File: config.mk
export PLATFORM = sky130hd
export DESIGN_NAME = drive_mode_scheduler
export DESIGN_NICKNAME = d
export VERILOG_FILES = /design/src/rtl/drive_pkg.sv /design/src/rtl/speed_ramp.sv /design/src/rtl/drive_mode_scheduler.sv
export SDC_FILE = /design/constraint.sdc
export NUM_CORES = 1
export LEC_CHECK = 0
export CAP_MARGIN = 10
export CORE_MARGIN = 2
export CORE_UTILIZATION = 50
export CTS_CLUSTER_SIZE = 8
export DETAILED_ROUTE_END_ITERATION = 7
export DONT_BUFFER_PORTS = 1
export HOLD_SLACK_MARGIN = 0.03
export SLEW_MARGIN = 30
export SYNTH_ARGS = -nofsm -noshare
export SYNTH_HDL_FRONTEND = slang
export SYNTH_SLANG_ARGS = --single-unit
File: constraint.sdc
create_clock -name clk -period 8.63 [get_ports clk]
set_clock_uncertainty 0.15 [all_clocks]
set_input_delay 1.726 -clock clk [delete_from_list [all_inputs] [get_ports clk]]
set_output_delay 1.726 -clock clk [all_outputs]
set_load 0.1 [all_outputs]
File: src/rtl/drive_pkg.sv
// Shared state codes and default tuning for the drive mode scheduler.
// Imported by the scheduler top and its speed ramp.
package drive_pkg;

    typedef enum logic [2:0] {
        S_IDLE     = 3'd0,
        S_DRIVER   = 3'd1,
        S_AUTO     = 3'd2,
        S_BRAKE    = 3'd3,
        S_STOPPING = 3'd4
    } state_t;

    localparam int SAFE_DIST_DEF = 10;
    localparam int HYST_DEF      = 5;
    localparam int RAMP_STEP_DEF = 2;

    function automatic logic [7:0] min8(input logic [7:0] a, input logic [7:0] b);
        return (a < b) ? a : b;
    endfunction

endpackage

File: src/rtl/speed_ramp.sv
// Next setpoint: clamp or ramp up toward cap, ramp down while stopping,
// zero otherwise.
module speed_ramp
    import drive_pkg::*;
#(
    parameter int RAMP_STEP = RAMP_STEP_DEF
) (
    input  logic [7:0] cap,
    input  state_t     mode,
    input  logic [7:0] cur,
    output logic [7:0] nxt
);

    localparam logic [8:0] STEP9 = 9'(RAMP_STEP);

    logic [8:0] diff;

    always_comb begin
        nxt  = '0;
        diff = {1'b0, cap} - {1'b0, cur};
        unique case (mode)
            S_DRIVER, S_AUTO: begin
                if (cur > cap)
                    nxt = cap;
                else
                    nxt = 8'({1'b0, cur} + ((diff < STEP9) ? diff : STEP9));
            end
            S_STOPPING: begin
                if ({1'b0, cur} >= STEP9)
                    nxt = 8'({1'b0, cur} - STEP9);
            end
            default: nxt = '0;
        endcase
    end

endmodule

File: src/rtl/drive_mode_scheduler.sv
// Arbitrates driver/autopilot control, forces braking on short gaps,
// and ramps the speed setpoint.
module drive_mode_scheduler
    import drive_pkg::*;
#(
    parameter int SAFE_DIST = SAFE_DIST_DEF,
    parameter int HYST      = HYST_DEF,
    parameter int RAMP_STEP = RAMP_STEP_DEF
) (
    input  logic       clk,
    input  logic       rst,
    input  logic [7:0] speed_limit,
    input  logic [7:0] car_speed,
    input  logic [6:0] leading_distance,
    input  logic       unlock_doors,
    input  logic       drv_req,
    input  logic [7:0] drv_target,
    input  logic       auto_req,
    input  logic [7:0] auto_target,
    output logic       accelerate_car,
    output logic       brake_car,
    output logic       door_locked,
    output logic       grant_drv,
    output logic       grant_auto,
    output logic [2:0] mode,
    output logic [7:0] target_speed
);

    localparam logic [8:0] SAFE9 = 9'(SAFE_DIST);
    localparam logic [8:0] EXIT9 = 9'(SAFE_DIST + HYST);

    state_t     state, next_state;
    logic [7:0] cap, ramp_nxt, target_nxt;
    logic       door_nxt;
    logic [8:0] ld9;
    logic       too_close;

    assign ld9       = {2'b00, leading_distance};
    assign too_close = ld9 < SAFE9;

    always_ff @(posedge clk) begin
        if (rst) begin
            state        <= S_IDLE;
            target_speed <= '0;
            door_locked  <= 1'b1;
        end else begin
            state        <= next_state;
            target_speed <= target_nxt;
            door_locked  <= door_nxt;
        end
    end

    always_comb begin
        next_state = state;
        unique case (state)
            S_IDLE: begin
                if (drv_req)       next_state = S_DRIVER;
                else if (auto_req) next_state = S_AUTO;
            end
            S_DRIVER: begin
                if (too_close)     next_state = S_BRAKE;
                else if (!drv_req) next_state = auto_req ? S_AUTO : S_STOPPING;
            end
            S_AUTO: begin
                if (too_close)      next_state = S_BRAKE;
                else if (drv_req)   next_state = S_DRIVER;
                else if (!auto_req) next_state = S_STOPPING;
            end
            S_STOPPING: begin
                if (too_close)     next_state = S_BRAKE;
                else if (drv_req)  next_state = S_DRIVER;
                else if (auto_req) next_state = S_AUTO;
                else if (car_speed == 8'd0 && target_speed == 8'd0)
                    next_state = S_IDLE;
            end
            S_BRAKE: begin
                if (ld9 >= EXIT9) begin
                    if (drv_req)       next_state = S_DRIVER;
                    else if (auto_req) next_state = S_AUTO;
                    else               next_state = S_STOPPING;
                end
            end
            default: next_state = S_IDLE;
        endcase
    end

    // The setpoint follows the state being entered, so a grant change
    // and its new cap land on the same edge.
    always_comb begin
        cap = (next_state == S_DRIVER) ? min8(drv_target, speed_limit)
                                       : min8(auto_target, speed_limit);
        if (state == S_BRAKE && next_state != S_BRAKE)
            target_nxt = min8(car_speed, speed_limit);
        else
            target_nxt = ramp_nxt;
    end

    speed_ramp #(.RAMP_STEP(RAMP_STEP)) u_ramp (
        .cap  (cap),
        .mode (next_state),
        .cur  (target_speed),
        .nxt  (ramp_nxt)
    );

    always_comb begin
        door_nxt = door_locked;
        if (next_state != S_IDLE)
            door_nxt = 1'b1;
        else if (state == S_IDLE && unlock_doors && car_speed == 8'd0)
            door_nxt = 1'b0;
    end

    assign mode           = state;
    assign grant_drv      = (state == S_DRIVER);
    assign grant_auto     = (state == S_AUTO);
    assign brake_car      = (state == S_BRAKE);
    assign accelerate_car = (state == S_DRIVER || state == S_AUTO ||
                             state == S_STOPPING) && (car_speed < target_speed);

endmodule

## Word level (Yosys, flattened, before mapping)

Index checks and enable logic that the tools add are counted.

| word-level totals | value |
|---|---|
| register bits | 12 |

| cells by class | value |
|---|---|
| reductions and logical operators | 13 |
| multiplexer cells | 24 |
| $add $sub $neg | 3 |
| magnitude comparators | 9 |
| eq/ne operators | 8 |

Operator list:

| cell | number |
|---|---|
| $mux W8 | 8 |
| $mux W3 | 14 |
| $lt A8 B8 Y1 | 4 |
| $logic_not A8 Y1 | 2 |
| $pmux W8 S2 | 1 |
| $pmux W3 S5 | 1 |
| $eq A3 B2 Y1 const B | 3 |
| $lt A9 B2 Y1 const B | 1 |
| $sub A8 B8 Y9 | 1 |
| $add A8 B8 Y8 | 1 |
| $ge A8 B2 Y1 const B | 1 |
| $gt A8 B8 Y1 | 1 |
| $sub A8 B2 Y8 const B | 1 |
| $ge A7 B4 Y1 const B | 1 |
| $lt A7 B4 Y1 const B | 1 |
| $eq A3 B1 Y1 const B | 2 |
| $eq A3 B3 Y1 const B | 2 |
| $logic_and A1 B1 Y1 | 5 |
| $reduce_or A2 Y1 | 2 |
| $logic_not A3 Y1 | 1 |
| $ne A3 B2 Y1 const B | 1 |
| $reduce_bool A3 Y1 | 1 |
| $logic_or A1 B1 Y1 | 2 |

## Longest topological paths before layout

| depth | value |
|---|---|
| depth in word-level cells | 16 |
| gate-level depth with buffers | 28 |

## Modules after synthesis

A second synthesis with hierarchy kept.

| unflattened totals | value |
|---|---|
| cells, all modules | 332 |
| area total of the unflattened synthesis | 2606.2 µm² |

By module, submodules not included:

| module | area an instance (µm²) | instances | cells an instance |
|---|---|---|---|
| drive_mode_scheduler | 1674.1 | 1 | 206 |
| speed_ramp | 932.1 | 1 | 126 |

## Worst setup path before layout

Ideal clock, no wire load.

| timing path | value |
|---|---|
| kind | input-to-reg |
| start | input port auto_req |
| end | register target_speed[7] |
| library setup time | 0.122 ns |
| cell stages on the path | 24 |
| path slack | 1.542 ns |
| buffers on the path | 1 |
| required time | 8.358 ns |
| arrival | 6.816 ns |
| cell sequence | or4_1 > a211oi_1 > o21a_1 > a311oi_4 > a221o_1 > buf_4 > o22ai_1 > a31oi_1 > ha_1 > fa_1 > nand2b_1 > a21oi_1 > a31oi_1 > mux2i_1 > nor4_1 > inv_1 > ha_1 > nand2_1 > nor2_1 > o21ai_0 > nor4_1 > o31ai_1 > mux2i_1 > a221o_1 |

| on the way | value |
|---|---|
| word-level cells in the longest chain between the ends | 13 |
| elaborated cells on any way between the ends | 29 |

Ends and longest elaborated chain:

| item | line | RTL |
|---|---|---|
| from (decl) | drive_mode_scheduler.sv:18 | `input logic auto_req,` |
| $mux W3 (on tied branches) (3 in series) | - |  |
| $pmux W3 S5 * | drive_mode_scheduler.sv:55 | `unique case (state)` |
| $eq A3 B1 Y1 | speed_ramp.sv:21, drive_mode_scheduler.sv:90 |  |
| $mux W8 | drive_mode_scheduler.sv:90 | `cap = (next_state == S_DRIVER) ? min8(drv_target, speed_limit)` |
| $sub A8 B8 Y9 | speed_ramp.sv:20 | `diff = {1'b0, cap} - {1'b0, cur};` |
| $lt A9 B2 Y1 | speed_ramp.sv:26 | `nxt = 8'({1'b0, cur} + ((diff < STEP9) ? diff : STEP9));` |
| $mux W8 | speed_ramp.sv:26 |  |
| $add A8 B8 Y8 | speed_ramp.sv:26 |  |
| $mux W8 | speed_ramp.sv:23 | `if (cur > cap)` |
| $pmux W8 S2 | speed_ramp.sv:21 | `unique case (mode)` |
| $mux W8 * | drive_mode_scheduler.sv:92 | `if (state == S_BRAKE && next_state != S_BRAKE)` |
| to (signal assigned) | drive_mode_scheduler.sv:48 | `target_speed <= target_nxt;` |
| to (decl) | drive_mode_scheduler.sv:26 | `output logic [7:0] target_speed` |

Every way passes the cells marked *; elsewhere a longest branch is shown, timed or not.
A chain may end at the register's enable or synchronous reset.

## Worst setup path after layout

| timing path | value |
|---|---|
| start | input port car_speed[0] |
| end | register target_speed[7] |

| on the way | value |
|---|---|
| word-level cells in the longest chain between the ends | 16 |
| elaborated cells on any way between the ends | 24 |

Ends and longest elaborated chain:

| item | line | RTL |
|---|---|---|
| from (decl) | drive_mode_scheduler.sv:13 | `input logic [7:0] car_speed,` |
| $logic_not A8 Y1 | drive_mode_scheduler.sv:73 | `else if (car_speed == 8'd0 && target_speed == 8'd0)` |
| $logic_and A1 B1 Y1 | drive_mode_scheduler.sv:73 |  |
| $mux W3 | drive_mode_scheduler.sv:73 |  |
| $mux W3 | drive_mode_scheduler.sv:72 | `else if (auto_req) next_state = S_AUTO;` |
| $mux W3 | drive_mode_scheduler.sv:71 | `else if (drv_req) next_state = S_DRIVER;` |
| $mux W3 | drive_mode_scheduler.sv:70 | `if (too_close) next_state = S_BRAKE;` |
| $pmux W3 S5 | drive_mode_scheduler.sv:55 |  |
| $eq A3 B1 Y1 | speed_ramp.sv:21, drive_mode_scheduler.sv:90 |  |
| $mux W8 | drive_mode_scheduler.sv:90 |  |
| $sub A8 B8 Y9 | speed_ramp.sv:20 |  |
| $lt A9 B2 Y1 | speed_ramp.sv:26 |  |
| $mux W8 | speed_ramp.sv:26 |  |
| $add A8 B8 Y8 | speed_ramp.sv:26 |  |
| $mux W8 | speed_ramp.sv:23 |  |
| $pmux W8 S2 | speed_ramp.sv:21 |  |
| $mux W8 * | drive_mode_scheduler.sv:92 |  |

Marked as above.

==> summary.txt <==
Finish
  • Storage cell area: between 200 and 250 sq um
  • Synth-to-layout area growth: 7.756%
  • Final #Nets: 433
  • Commonest non-fill, non-tap cell in the layout: ha_1
  • Final Util: ~57%
  • Most frequent cells in the layout: 43 x ha_1, 28 x inv_1, 25 x nor2_1
  • Multi-input logic area: roughly 2200 sq um
  • Layout cells sized above 1: ~8.2%
  • Filler Cell Count: 493
  • Antenna fix cells: 0

STA
  • Setup TNS Final: 0 ns
  • Minimum clock period: 7.565 ns
  • Final Hold Vio Count: 0
  • Final period util: ~90%
  • Slew Viols, Final: 0
  • Worst slew pin tran: 0.9823 ns
  • Fmax: ~0.13 GHz
  • Slew HR: 34.42%
  • Setup-failing EPs final: 0
  • Unrepaired setup endpoints after global routing: no

Die
  • DIE WIDTH: 75.40 um
  • Row count: 25
  • Core area: 4817 sq um
  • Initial Util: between 50% and 60%
  • Ports: 60
  • Chip height: approximately 75 um
  • Die area: 5684 sq um

Placed design
  • DP HPWL: just over 6 mm
  • Buffers on Ports: 0
  • Gpl congestion: 0.9121

Route
  • Total number of vias: around 2600
  • Vias per inst: ~6.3
  • 1st-pass router iterations: 4
  • Initial DRC count: roughly 180
  • Routed WL: 7.255 mm
  • # DRC: 0
  • Routed Antenna Nets: 0
  • Wirelength per Cell: approximately 18 um

Setup path
  • Crit start category: input pin
  • CP arrival: approximately 7.5 ns
  • Worst R2R End: target_speed[7]
  • FF-to-FF setup slack: slightly above 2 ns
  • R2R depth: 24
  • R2R Path Start: mode[1]
  • Worst setup startpoint: car_speed[0]
  • Kind of critical path: input pin to flop
  • Worst Path Required: approximately 8.6 ns
  • Crit end category: flop
  • Crit path to: target_speed[7]
  • Crit Path Max Fanout: 13

Synth
  • Average size of a mapped cell: 7.631 sq um
  • Register bit total from synthesis: 12
  • Post-Synth Simple-Gate Area: 21.21%
  • Synth Cell Area: 2549 sq um
  • Ys flop type: dfxtp_1
  • Cells after Synth: ~330
  • Distinct cells, synth: 61
  • Synth Area in Compound Gates: 32.79%
  • Largest family of logic cells by synthesized area: compound AO/OA/AOI/OAI gates
  • Async SR Flop Fraction: 0%
  • Synth Area in XOR/XNOR: 3.093%
  • Mux share of post-synthesis cell area: 4.467%
  • Post-synth EDFFs: 0
  • Seq/Total Area, Yosys: 9.426%
  • Post-Synth Adder-Cell Area: 22.68%
  • YS warnings: 0

Job
  • Max-cap violation count: 0

Power
  • Worst vdd ir: 206.8 uV
  • Sw power: 365.5 uW
  • Reg power frac: roughly 14%
  • Int Power: 275.1 uW
  • Power density over the cells: 233.3 nW/um^2
  • Clk pwr share: 7.8%
  • Sw Ratio: 57.06%
  • P_leak: 1.218 nW
  • Share of power burned in combinational logic: 78.7%

Clocking
  • Max clock buf depth: 2
  • H-Tree Depth: 1
  • Total clock sinks: 12
  • Hold_buf cts: 0
  • Post-CTS Setup Bufs: 0
  • CTS tree: yes
  • Root Driver: clkbuf_8
  • CTS resizes: 0
  • Total CTS buffers: 3
  • Clock latency at the later pin of the worst-skew pair: 0.24 ns
  • Worst-path clk slew: 0.05 ns

Global route
  • GRT Total Usage: 26.93%
  • Largest net degree at the start of global routing: 21
  • Initial antenna violation count: 0
  • First-pass GRT wire length: roughly 12 mm
  • Number of global-route vias before repair: 2441
  • GR Overflow Total: 0

Outcome
  • Status: complete, no violations

Min path
  • Hold Crit Class: flop to flop
==> final cells by class <==
type | count | share of cell area (%)
Sequential cell | 12 | 8.793
Clock buffer | 3 | 1.503
Multi-Input combinational cell | 288 | 79.82
Inverter | 28 | 3.827
Tap cell | 67 | 3.052
Timing Repair Buffer | 11 | 3.007
==> state kept, by name, summed over array words and instances, names as in the netlist <==
signal        count
target_speed      8
door_locked       1
mode              3
==> worst min path at each step <==
stage                    startpoint         endpoint  slack (ns)  cells after the start
floorplan               door_locked      door_locked        0.85                      2
global placement    target_speed[0]      door_locked        0.63                      5
detailed placement  target_speed[0]      door_locked        0.65                      5
CTS                 target_speed[0]      door_locked        0.66                      5
global route        target_speed[0]  target_speed[0]        0.71                      4
finish              target_speed[2]  target_speed[6]        0.67                      5
==> cells by family (layout without fill, tap and decap cells) <==
logic type / after synthesis / after routing
muxes: 11 / 11
AOI/OAI and AO/OA: 115 / 115
buffers and inverters: 38 / 42
and+or+nand+nor: 103 / 103
adders and majority gates: 45 / 45
other: 1 / 5
xor gates and xnor gates: 9 / 9
DFF: 12 / 12
==> synthesized netlist by cell type, types with 3 or more instances <==
master / number / area, sq um
nor3_1: 11 / 55.05
xnor2_1: 7 / 61.31
o22ai_1: 8 / 50.05
nor2_1: 26 / 97.59
nor4_1: 9 / 56.30
and3_1: 6 / 37.54
o22a_1: 8 / 70.07
o211ai_1: 7 / 52.55
a31oi_1: 9 / 56.30
a21o_1: 12 / 90.09
a211o_1: 5 / 43.79
or3_1: 3 / 18.77
nand2_1: 14 / 52.55
a21oi_1: 18 / 90.09
a211oi_1: 4 / 30.03
nand3_1: 9 / 45.04
inv_1: 28 / 105.1
dfxtp_1: 12 / 240.2
o21ai_0: 16 / 80.08
ha_1: 43 / 538.0
o21a_1: 6 / 45.04
mux2i_1: 10 / 100.1
nand4_1: 3 / 18.77
clkbuf_1: 5 / 18.77
nand2b_1: 9 / 56.30
==> per-layer routing <==
metal	routed length, um	vias to the layer above	global-route usage, %	share of wire, %
li1	-	1288	-	-
met1	3281	1193	37.28	45
met2	3330	99	45.12	46
met3	629	4	4.630	8.7
met4	14	0	3.509	0.19
met5	0	-	0	0
==> power by group through the flow <==
stage / clock network [mW] / registers [mW] / logic, mW
after floorplan: 0 / 0.166 / 0.320
after global placement: 0 / 0.0871 / 0.494
after detailed placement: 0 / 0.0873 / 0.498
after CTS: 0.0506 / 0.0861 / 0.500
after global routing: 0.0548 / 0.0875 / 0.558
final: 0.0499 / 0.0863 / 0.504
==> per-stage QoR <==
stage | std cells | setup WS, ns | power, mW | hold slack (ns) | instance area (sq um)
after floorplan | 338 | 1.542 | 0.4857 | 0.8531 | 2564
after global placement | 406 | 0.8132 | 0.5810 | 0.6252 | 2684
after detailed placement | 406 | 0.6646 | 0.5850 | 0.6481 | 2698
after CTS | 409 | 0.9154 | 0.6369 | 0.6636 | 2739
after global routing | 409 | 0.4275 | 0.7006 | 0.7064 | 2746
final | 409 | 1.065 | 0.6406 | 0.6749 | 2746
==> critical path: stages <==
cell and delay [ns]:
nor4_1 0.48, nand3_1 0.16, o21a_1 0.23, a311oi_4 0.31
a221o_1 0.51, o22ai_1 0.16, a31oi_1 0.29, ha_1 0.34
o21ai_0 0.37, a211oi_1 0.10, nor4_1 0.36, nor2_1 0.07
nor4_1 0.46, inv_1 0.16, ha_1 0.31, nand2_1 0.05
nor2_1 0.09, o21ai_0 0.08, nor4_1 0.59, o31ai_1 0.18
mux2i_1 0.15, a221o_1 0.34
No activity file was read; power rests on OpenSTA's default activity.
